--- src/rtl/ht_cmd_ingress.sv ---
// Command ingress for the hash-table pipeline: buffers commands in a FIFO and
// issues them in order, tagged, holding back any key that is still in flight.
module ht_cmd_ingress #(
    parameter int KEY_WIDTH    = 32,
    parameter int VALUE_WIDTH  = 16,
    parameter int DEPTH        = 8,
    parameter int MAX_INFLIGHT = 4,
    localparam int TAG_W  = $clog2(MAX_INFLIGHT),
    localparam int CNT_W  = $clog2(DEPTH) + 1,
    localparam int ICNT_W = $clog2(MAX_INFLIGHT) + 1
) (
    input  logic                   clk_i,
    input  logic                   rst_n_i,
    input  logic                   cmd_valid_i,
    output logic                   cmd_ready_o,
    input  logic [KEY_WIDTH-1:0]   cmd_key_i,
    input  logic [VALUE_WIDTH-1:0] cmd_value_i,
    input  logic [1:0]             cmd_opcode_i,
    output logic                   out_valid_o,
    input  logic                   out_ready_i,
    output logic [KEY_WIDTH-1:0]   out_key_o,
    output logic [VALUE_WIDTH-1:0] out_value_o,
    output logic [1:0]             out_opcode_o,
    output logic [TAG_W-1:0]       out_tag_o,
    input  logic                   res_valid_i,
    input  logic                   res_ready_i,
    input  logic [TAG_W-1:0]       res_tag_i,
    output logic [CNT_W-1:0]       fifo_cnt_o,
    output logic [ICNT_W-1:0]      inflight_cnt_o,
    output logic                   err_o
);

    localparam int PTR_W = $clog2(DEPTH);
    localparam logic [CNT_W-1:0]  FIFO_FULL = CNT_W'(DEPTH);
    localparam logic [ICNT_W-1:0] SLOTS_ALL = ICNT_W'(MAX_INFLIGHT);
    localparam logic [1:0]        OP_RSVD   = 2'd3;

    logic [KEY_WIDTH-1:0]   key_mem [DEPTH];
    logic [VALUE_WIDTH-1:0] val_mem [DEPTH];
    logic [1:0]             op_mem  [DEPTH];
    logic [PTR_W-1:0]       wr_ptr, rd_ptr;
    logic [CNT_W-1:0]       fifo_cnt;

    logic [MAX_INFLIGHT-1:0] busy;
    logic [KEY_WIDTH-1:0]    slot_key [MAX_INFLIGHT];
    logic [ICNT_W-1:0]       inflight_cnt;
    logic                    err;
    logic                    hold;
    logic [TAG_W-1:0]        hold_tag;

    logic             accept, push, pop, retire, retire_ok, hazard, empty;
    logic [TAG_W-1:0] free_tag;

    assign cmd_ready_o = rst_n_i && (fifo_cnt != FIFO_FULL);
    assign accept      = cmd_valid_i && cmd_ready_o;
    assign push        = accept && (cmd_opcode_i != OP_RSVD);
    assign empty       = (fifo_cnt == '0);

    assign out_key_o    = key_mem[rd_ptr];
    assign out_value_o  = val_mem[rd_ptr];
    assign out_opcode_o = op_mem[rd_ptr];

    // Descending scan so the lowest idle slot is the last one to win.
    always_comb begin
        hazard   = 1'b0;
        free_tag = '0;
        for (int i = MAX_INFLIGHT - 1; i >= 0; i--) begin
            if (busy[i] && (slot_key[i] == out_key_o)) hazard = 1'b1;
            if (!busy[i]) free_tag = TAG_W'(i);
        end
    end

    assign out_valid_o = rst_n_i && !empty && !hazard && (inflight_cnt < SLOTS_ALL);
    // A stalled offer keeps its tag even if a lower slot retires meanwhile.
    assign out_tag_o   = hold ? hold_tag : free_tag;
    assign pop         = out_valid_o && out_ready_i;
    assign retire      = res_valid_i && res_ready_i;
    assign retire_ok   = retire && busy[res_tag_i];

    assign fifo_cnt_o     = fifo_cnt;
    assign inflight_cnt_o = inflight_cnt;
    assign err_o          = err;

    always_ff @(posedge clk_i) begin
        if (push) begin
            key_mem[wr_ptr] <= cmd_key_i;
            val_mem[wr_ptr] <= cmd_value_i;
            op_mem[wr_ptr]  <= cmd_opcode_i;
        end
        if (pop) slot_key[out_tag_o] <= out_key_o;
    end

    always_ff @(posedge clk_i or negedge rst_n_i) begin
        if (!rst_n_i) begin
            wr_ptr       <= '0;
            rd_ptr       <= '0;
            fifo_cnt     <= '0;
            busy         <= '0;
            inflight_cnt <= '0;
            err          <= 1'b0;
            hold         <= 1'b0;
            hold_tag     <= '0;
        end else begin
            if (push) wr_ptr <= wr_ptr + PTR_W'(1);
            if (pop)  rd_ptr <= rd_ptr + PTR_W'(1);
            case ({push, pop})
                2'b10:   fifo_cnt <= fifo_cnt + CNT_W'(1);
                2'b01:   fifo_cnt <= fifo_cnt - CNT_W'(1);
                default: fifo_cnt <= fifo_cnt;
            endcase

            hold     <= out_valid_o && !out_ready_i;
            hold_tag <= out_tag_o;

            // Issue only targets idle slots, so it never collides with a valid retire.
            if (retire_ok) busy[res_tag_i] <= 1'b0;
            if (pop)       busy[out_tag_o] <= 1'b1;
            case ({pop, retire_ok})
                2'b10:   inflight_cnt <= inflight_cnt + ICNT_W'(1);
                2'b01:   inflight_cnt <= inflight_cnt - ICNT_W'(1);
                default: inflight_cnt <= inflight_cnt;
            endcase

            if ((accept && (cmd_opcode_i == OP_RSVD)) || (retire && !busy[res_tag_i]))
                err <= 1'b1;
        end
    end

endmodule

--- config.mk ---
export PLATFORM = sky130hd
export DESIGN_NAME = ht_cmd_ingress
export DESIGN_NICKNAME = d
export VERILOG_FILES = /design/src/rtl/ht_cmd_ingress.sv
export SDC_FILE = /design/constraint.sdc
export NUM_CORES = 1
export LEC_CHECK = 0
export ABC_AREA = 0
export BUFFER_PORTS_ARGS = -buffer_cell sky130_fd_sc_hd__clkbuf_2
export CORE_UTILIZATION = 45
export CTS_BUF_LIST = sky130_fd_sc_hd__clkbuf_8
export CTS_CLUSTER_DIAMETER = 150
export DETAILED_ROUTE_END_ITERATION = 16
export GPL_ROUTABILITY_DRIVEN = 0
export SYNTH_ARGS = -nofsm -noshare
export SYNTH_HDL_FRONTEND = slang
export SYNTH_SLANG_ARGS = --single-unit
--- constraint.sdc ---
create_clock -name clk_i -period 6.5 [get_ports clk_i]
set_input_delay 1.3 -clock clk_i [delete_from_list [all_inputs] [get_ports clk_i]]
set_output_delay 1.3 -clock clk_i [all_outputs]
set_load 0.1 [all_outputs]
* Word-level counts from Yosys, hierarchy flattened *
Memory sizes are Yosys's and may differ from the RTL's.
Cells that the tools add are included.

operators by class
  $add $sub $neg = 6
  magnitude comparators = 5
  equal/unequal tests = 11
  muxes and demuxes = 23
  bitwise logic cells = 3
  reductions and logical operators = 26

operators by type and width
  cell                                                                                 number
  32-bit equality test                                                                 4
  1-bit logical AND                                                                    18
  1-bit two-way mux                                                                    11
  2-bit two-way mux                                                                    5
  3-bit by 1-bit adder with 3-bit output, second input constant                        3
  4-bit two-way mux                                                                    2
  4-bit case mux with 2 select lines                                                   1
  2-bit equality test, second input constant                                           3
  2-bit by 3-bit less-than comparator with 1-bit output, second input constant         2
  3-bit case mux with 2 select lines                                                   1
  4-bit by 1-bit adder with 4-bit output, second input constant                        1
  4-bit bitwise AND                                                                    1
  1-bit demux with 2-bit select                                                        2
  2-bit by 1-bit equality test with 1-bit output, second input constant                2
  2-bit by 1-bit greater-or-equal comparator with 1-bit output, second input constant  2
  1-bit zero test                                                                      4
  4-bit zero test                                                                      1
  4-bit != test, second input constant                                                 1
  4-bit inverter                                                                       1
  4-bit bitwise OR                                                                     1
  2-bit nonzero test                                                                   2
  4-bit by 1-bit subtractor with 4-bit output, second input constant                   1
  3-bit less-than comparator, second input constant                                    1
  3-bit by 1-bit subtractor with 3-bit output, second input constant                   1
  3 further kinds                                                                      3

word-level totals
  bits in registers = 21
  memory bits (writable) = 528
  input bits = 58
  output and inout bits = 62
  logic and storage cells = 86
  memories = 4

memory list
  memory    words  bits a word  read ports  clocked after Yosys merged registers in  wr ports  line  text
  key_mem   8      32           1           0                                        1         38    logic [KEY_WIDTH-1:0] key_mem [DEPTH];
  slot_key  4      32           4           0                                        1         45    logic [KEY_WIDTH-1:0] slot_key [MAX_INFLIGHT];
  val_mem   8      16           1           0                                        1         39    logic [VALUE_WIDTH-1:0] val_mem [DEPTH];
  op_mem    8      2            1           0                                        1         40    logic [1:0] op_mem [DEPTH];

* Longest topological paths before layout *
Gate-level depths: netlist of run 1.
An unclocked memory read counts as a cell.

  depth after elaboration = 13
  mapped depth = 22
  gate-level depth less buffers = 16

* Worst setup path before layout of run 1 *
OpenSTA, ideal clock, no wires.

  path type = in2reg
  start point = input rst_n_i
  end point = memory key_mem[0][0], enable pin
  arrival time = 7.914 ns
  data required time = 5.981 ns
  slack = -1.933 ns
  stages = 6
  buffers on the path = 0
  cell sequence = a21boi_0 > nand2_1 > a21oi_1 > inv_1 > or2_2 > nor3_1

on the way
  longest elaborated chain between the ends = 5

RTL lines
  element                                  line  text
  start: declaration                       13    input logic rst_n_i,
  1-bit logical AND                        54    assign cmd_ready_o = rst_n_i && (fifo_cnt != FIFO_FULL);
  1-bit logical AND                        55    assign accept = cmd_valid_i && cmd_ready_o;
  1-bit logical AND                        56    assign push = accept && (cmd_opcode_i != OP_RSVD);
  1-bit two-way mux                        85    if (push) begin
  1-bit two-way mux (implied by the code)  86    key_mem[wr_ptr] <= cmd_key_i;
  end: declaration                         38

No other way between the ends.

* Worst setup path in the final report of run 1 *
  start point = register rd_ptr[2]
  end point = output out_valid_o

on the way
  longest elaborated chain between the ends = 10

RTL lines
  element                           line  text
  start: declaration                41    logic [PTR_W-1:0] wr_ptr, rd_ptr;
  start signal: assignment          105   if (pop) rd_ptr <= rd_ptr + PTR_W'(1);
  memory read 8 x 32 bit *          --
  32-bit equality test              68    if (busy[i] && (slot_key[i] == out_key_o)) hazard = 1'b1;
  1-bit logical AND                 68
  1-bit two-way mux (3 in a row)    68
  1-bit two-way mux *               68
  1-bit zero test *                 73    assign out_valid_o = rst_n_i && !empty && !hazard && (inflight_cnt < SLOTS_ALL);
  1-bit logical AND * (2 in a row)  73
  end: declaration                  19    output logic out_valid_o,

Every way passes the cells marked *; elsewhere a longest branch is shown, timed or not.

==> flow_summary.json, run 1 <==
{
  "grt.met2_usage_pct": 30.0,
  "area_growth_pct": 14.2,
  "cap_violations": 0,
  "status": "completed",
  "top_usage_layer": "met2",
  "ant_nets": 0,
  "synth_edf_count": 528,
  "grt_overflow": 0,
  "start_util_pct": 45.8,
  "grt_start_max_net_pins": 50,
  "dieArea_sq_um": 49600,
  "maxSlewViolCount": 0,
  "worst_slew_pin_slew_ps": 1040,
  "clk_latency_ps": 650,
  "clkTransAtPathRegs_ps": 60,
  "grt_pass1_vias": 11400,
  "critPathKind": "reg2out",
  "synth_area_per_cell_sq_um": 19.2,
  "cp-end-kind": "output port",
  "regArea_sq_um": 16400,
  "multi_input_area_sq_um": 5260,
  "htree_levels": 3,
  "ys_warn_count": 0,
  "ios": 120,
  "dpl.hpwl_mm": 29.8,
  "critPathMaxStageDelay_ps": 780,
  "synth-async-reset-ratio_pct": 3.83,
  "cts_tree": "built",
  "critPathSlowestCell": "dfrtp_4",
  "cp_top_family": "simple AND/OR/NAND/NOR gates",
  "cp_max_fo": 36,
  "ys_types": 53,
  "synth_fp_nets": 1206,
  "hp-class": "reg2reg",
  "num_rows": 80,
  "rsz0062_at_grt": "no",
  "insertedDiodeCount": 0,
  "vias": 11100,
  "synth_area_leaders": "edfxtp_1 (72%), mux4_2 (7.4%), xor2_1 (2.9%)",
  "grt_usage_pct": 19.6,
  "clockBufferDepth": 3,
  "grt_pass1_wl_mm": 71.7,
  "cts_made_buffers": 89,
  "drt_pass1_iterations": 5,
  "ys_seq_area_share_pct": 74.8,
  "required_ps": 5200,
  "setup_violations": 0,
  "hold_violations": 0,
  "fmax_ghz": 0.162,
  "die_h_um": 223,
  "cts_sinks": 549,
  "drive_gt1_share_pct": 28.3,
  "cp_num_buf_inv": 2,
  "synth_seq_cells": 549,
  "cp.arrival_ps": 4860,
  "die_w_um": 223,
  "core_sq_um": 47800,
  "finalCritPeriodShare_pct": 94.8,
  "initialDrtViolationCount": 779,
  "fin_nets": 1412,
  "synth_cells": 1140,
  "use_met3_pct": 4.92,
  "fin_tns_setup_ps": 0,
  "cp-start-kind": "register",
  "nFillCells": 3895,
  "grt_antenna_before_repair": 5,
  "clockRootBuffer": "clkbuf_8",
  "synth_area_sq_um": 21900,
  "clock_skew_ps": 19.8,
  "via_per_inst": 5.46,
  "post-synth-top-area-fraction_pct": 72.4,
  "relSlewSlack_pct": 30.3,
  "wirelength_mm": 47.8,
  "drt-wirelength-per-cell_um": 23.6,
  "synth_top_cell_by_area": "edfxtp_1",
  "synth_flop_cell": "edfxtp_1",
  "portBuffers": 119,
  "critical_path.cell_chain": "buf_4, mux4_2, mux2i_2, xor2_1, nand3_1, or4_1, or4_1, nand3_1, nor2_1, clkbuf_2",
  "drc": 0,
  "min_period_ps": 6160,
  "final_core_util_pct": 52.3,
  "grt_use_met1_pct": 27.7
}
[through the flow]
stage                     area [sq um]  hold slack (ps)  cells  setup slack [ps]
after global routing             25000              514   2026              91.5
after detailed placement         23400              488   1869               808
after floorplan                  21900              487   1140              13.3
after CTS                        25000              487   2025               138
final                            25000              491   2026               338
after global placement           23400              483   1869               800
[cell families (layout without fill, tap and decap cells)]
logic type | after synthesis | in the layout | synth area share (%)
compound gates | 67 | 67 | 2.05
xor+xnor | 114 | 114 | 4.56
fa+ha+maj | 8 | 8 | 0.526
buf+inv | 71 | 342 | 1.59
flops | 549 | 549 | 74.8
mux | 168 | 168 | 12.4
simple gates | 163 | 163 | 4.07
[cells in the mapped netlist, drive strengths merged, types with 4 or more instances]
cell	count
nand4b	7
nand2	28
nand2b	7
nor2	26
edfxtp	528
or4	8
mux4	72
or3	13
xnor2	42
xor2	72
o22ai	14
nor3	18
clkbuf	11
mux2	45
nor2b	5
or2	7
dfrtp	21
ha	6
nand3	6
a22o	11
nor4	9
buf	24
a22oi	4
mux2i	51
nand4	20
o21ai	27
inv	36
[path summary, 6_finish.rpt]
check	start	end	slack (ps)	cells after the start
hold reg to reg	inflight_cnt_o[2]	inflight_cnt_o[2]	490	1
setup reg to reg	rd_ptr[2]	fifo_cnt_o[3]	930	17
setup / recovery	rd_ptr[2]	out_valid_o	340	10
min in group asynchronous	rst_n_i	fifo_cnt_o[1]	540	1
hold / removal	inflight_cnt_o[2]	inflight_cnt_o[2]	490	1
max in group asynchronous	rst_n_i	rd_ptr[0]	5420	2
[routing by layer]
metal | wire length (um) | vias up | share of wire, %
met3 | 2900 | 99 | 6.1
met5 | 65 | - | 0.14
li1 | - | 4945 | -
met4 | 1210 | 10 | 2.5
met2 | 22000 | 304 | 46
met1 | 21600 | 5714 | 45
[layout by cell type (no fill, tap or decap), drive strengths merged, types with 3 or more instances in the layout]
master / count
nand3: 6
nor4: 9
mux2: 45
xor2: 72
mux2i: 51
or3: 13
a22o: 11
nand2b: 7
nand4b: 7
clkinv: 27
o21ai: 27
nor3: 18
dfrtp: 21
o22ai: 14
nor2: 26
mux4: 72
buf: 31
clkbuf: 210
clkinvlp: 3
or2: 7
inv: 70
ha: 6
or4: 8
xnor2: 42
nand2: 28
edfxtp: 528
nand4: 20
nor2b: 5
a22oi: 4
[worst register-to-register path, stage by stage (launching register included)]
cell and delay (ps):
dfrtp_4 780, buf_4 470, mux4_2 380, mux2i_2 480, xor2_1 250, nand3_1 100, or4_1 560, or4_1 540
nand3_1 160, or3_1 400, inv_4 110, ha_1 240, ha_1 270, a21o_1 170, a21oi_1 170, xnor2_1 140
nor2_1 70, xor2_1 150
[final cells by class]
class,count,area share (%)
Sequential cell,549,65.5
Multi-Input combinational cell,520,21.0
Clock buffer,91,5.01
Timing Repair Buffer,150,3.56
Tap cell,615,3.08
Clock inverter,65,1.23
Inverter,36,0.550
[registers in the layout, indices dropped and copies added, names as in the netlist]
| register | flops |
|---|---|
| key_mem | 256 |
| slot_key | 128 |
| val_mem | 128 |
| op_mem | 16 |
| busy | 4 |
| fifo_cnt_o | 4 |
| inflight_cnt_o | 3 |
| rd_ptr | 3 |
| wr_ptr | 3 |
| hold_tag | 2 |
| err_o | 1 |
| hold | 1 |
[repair_timing]
action / CTS / global route
endpoints found under the setup margin: 0 / 1
hold buffers: 0 / 0
resized for setup: 0 / 0
setup buffers: 0 / 1
hold endpoints to repair: 0 / 0
Power of run 1 is left out: the tool's default activity adds up to more than one toggle a clock period on the data nets, which glitch-free logic cannot reach.
==> inputs of run 2 (changes only) <==
REMOVE_ABC_BUFFERS = 1   (was unset)
==> run 2 against run 1 <==
Global-route usage shrank 0.24 points. Via count shrank 1.4%. Clock-buffer cell count grew 4. Sequential share of layout area shrank 0.092 points. Highest routed layer unchanged. Worst hold slack lost 5.0 ps. Register-to-register slack gained 40 ps. Critical endpoint unchanged.
==> flow_summary.json, run 2 (synthesis results as in run 1) <==
{
  "worst_slew_pin_slew_ps": 944,
  "num_rows": 80,
  "top_regs": "key_mem: 256 flops, slot_key: 128 flops, val_mem: 128 flops",
  "hp-class": "reg2reg",
  "critPathMostFrequentCell": "or4_1",
  "grt_start_max_net_pins": 51,
  "clockRootBuffer": "clkbuf_8",
  "drt_pass1_iterations": 5,
  "dp.cells": 1870,
  "postCtsHoldBufs": 0,
  "crit_end": "out_valid_o",
  "placed_cell_area_sq_um": 23400,
  "core_sq_um": 47800,
  "wirelength_mm": 47.2,
  "crit_start": "rd_ptr[0]",
  "htree_levels": 3,
  "drive_gt1_share_pct": 28.7,
  "dpl_worst_slack_ps": 960,
  "largest_register_ff_count": 256,
  "min_period_ps": 6180,
  "dpl.hpwl_mm": 29.0,
  "cp.arrival_ps": 4880,
  "start_util_pct": 45.8,
  "grt_usage_pct": 19.4,
  "fin_ws_ps": 316,
  "reg2reg_depth": 17,
  "cts_setup_buffers": 0,
  "worst_hold_slack_ps": 486,
  "cts_tree": "built",
  "grt_pass1_vias": 11200,
  "cap_violations": 0,
  "cts.repair.resized": 0,
  "vias": 10900,
  "critPathSlowestCell": "dfrtp_4",
  "finalInstanceArea_sq_um": 25000,
  "rrSetupSlack_ps": 970,
  "maxSlewViolCount": 0,
  "clock_skew_ps": 24.7,
  "hold_violations": 0,
  "cts_sinks": 549,
  "die_w_um": 223,
  "final_cell_mix": "edfxtp_1 (528), clkbuf_2 (119), clkbuf_8 (95)",
  "grt_overflow": 0,
  "final_common_cell": "edfxtp_1",
  "initialDrtViolationCount": 845,
  "grt_pass1_wl_mm": 70.4,
  "die_h_um": 223,
  "drc": 0,
  "critPathKind": "reg2out",
  "area_growth_pct": 14.4,
  "setup_violations": 0,
  "critPathMaxStageDelay_ps": 890,
  "relSlewSlack_pct": 37.1,
  "rsz0062_at_grt": "no",
  "dieArea_sq_um": 49600,
  "instances_no_fill": 2033,
  "cts_made_buffers": 90,
  "critical_path.cell_chain": "buf_4, mux4_2, mux2i_2, xor2_1, nand4_1, or4_1, or4_1, nand3_1, nor2_1, clkbuf_2",
  "reg2reg_from": "rd_ptr[0]",
  "fmax_ghz": 0.162,
  "cp-end-kind": "output port",
  "via_per_inst": 5.37,
  "required_ps": 5200,
  "grt_antenna_before_repair": 1,
  "regToRegEndpoint": "fifo_cnt_o[3]",
  "clkTransAtPathRegs_ps": 60,
  "clockBufferDepth": 3,
  "ant_nets": 0,
  "cp-start-kind": "register",
  "portBuffers": 119,
  "regMostFlops": "key_mem",
  "fin_nets": 1413,
  "cp_max_fo": 34,
  "ios": 120,
  "status": "completed",
  "finalCritPeriodShare_pct": 95.1,
  "clk_latency_ps": 660,
  "drt-wirelength-per-cell_um": 23.2
}
[run 2: changes by cell type in the layout (fill, tap and decap cells not counted), moves of 2 or more]
cell / before / now
clkbuf_8: 91 / 95
nor2_2: 2 / 0
inv_6: 2 / 0
clkinv_2: 7 / 12
nor3_2: 1 / 3
nor3_4: 2 / 0
and3_1: 2 / 0
and3_2: 0 / 2
[run 2: area by class of cell]
type                    instances  area, sq um
fillers                      3899        22800
clock buffers                  95         1310
clock inverters                67          304
flip-flops and latches        549        16400
multi-input cells             520         5240
well taps                     615          769
inverters                      36          138
repair buffers                150          891
diodes                          1         2.50
[run 2: critical path: cells and delay by family (launching register included)]
kind	cells	cell delay, ps
simple gates	5	1360
xor+xnor	1	200
flops	1	890
mux	2	920
buf+inv	2	820
[run 2: worst min path at each step]
stage	end	cells past startpoint	slack (ps)	startpoint
detailed placement	err_o	2	490	err_o
CTS	err_o	2	500	err_o
global placement	err_o	2	460	err_o
floorplan	wr_ptr[0]	2	490	wr_ptr[0]
finish	err_o	2	490	err_o
global route	fifo_cnt_o[3]	1	530	fifo_cnt_o[3]
[run 2: metal layers]
layer	vias to the layer above	global-route usage (%)	part of all wire (%)
met5	-	0	0.025
met4	2	5.76	1.2
met3	39	4.68	6.1
met2	271	30.2	48
met1	5665	27.3	45
li1	4944	-	-
[run 2: metrics by stage]
step | utilization [%] | TNS [ps]
after CTS | 52.3 | 0
final | 52.3 | 0
after global placement | 49.0 | 0
after detailed placement | 49.0 | 0
after floorplan | - | -670840
after global routing | 52.3 | 0
Power of run 2 is left out for the same reason.
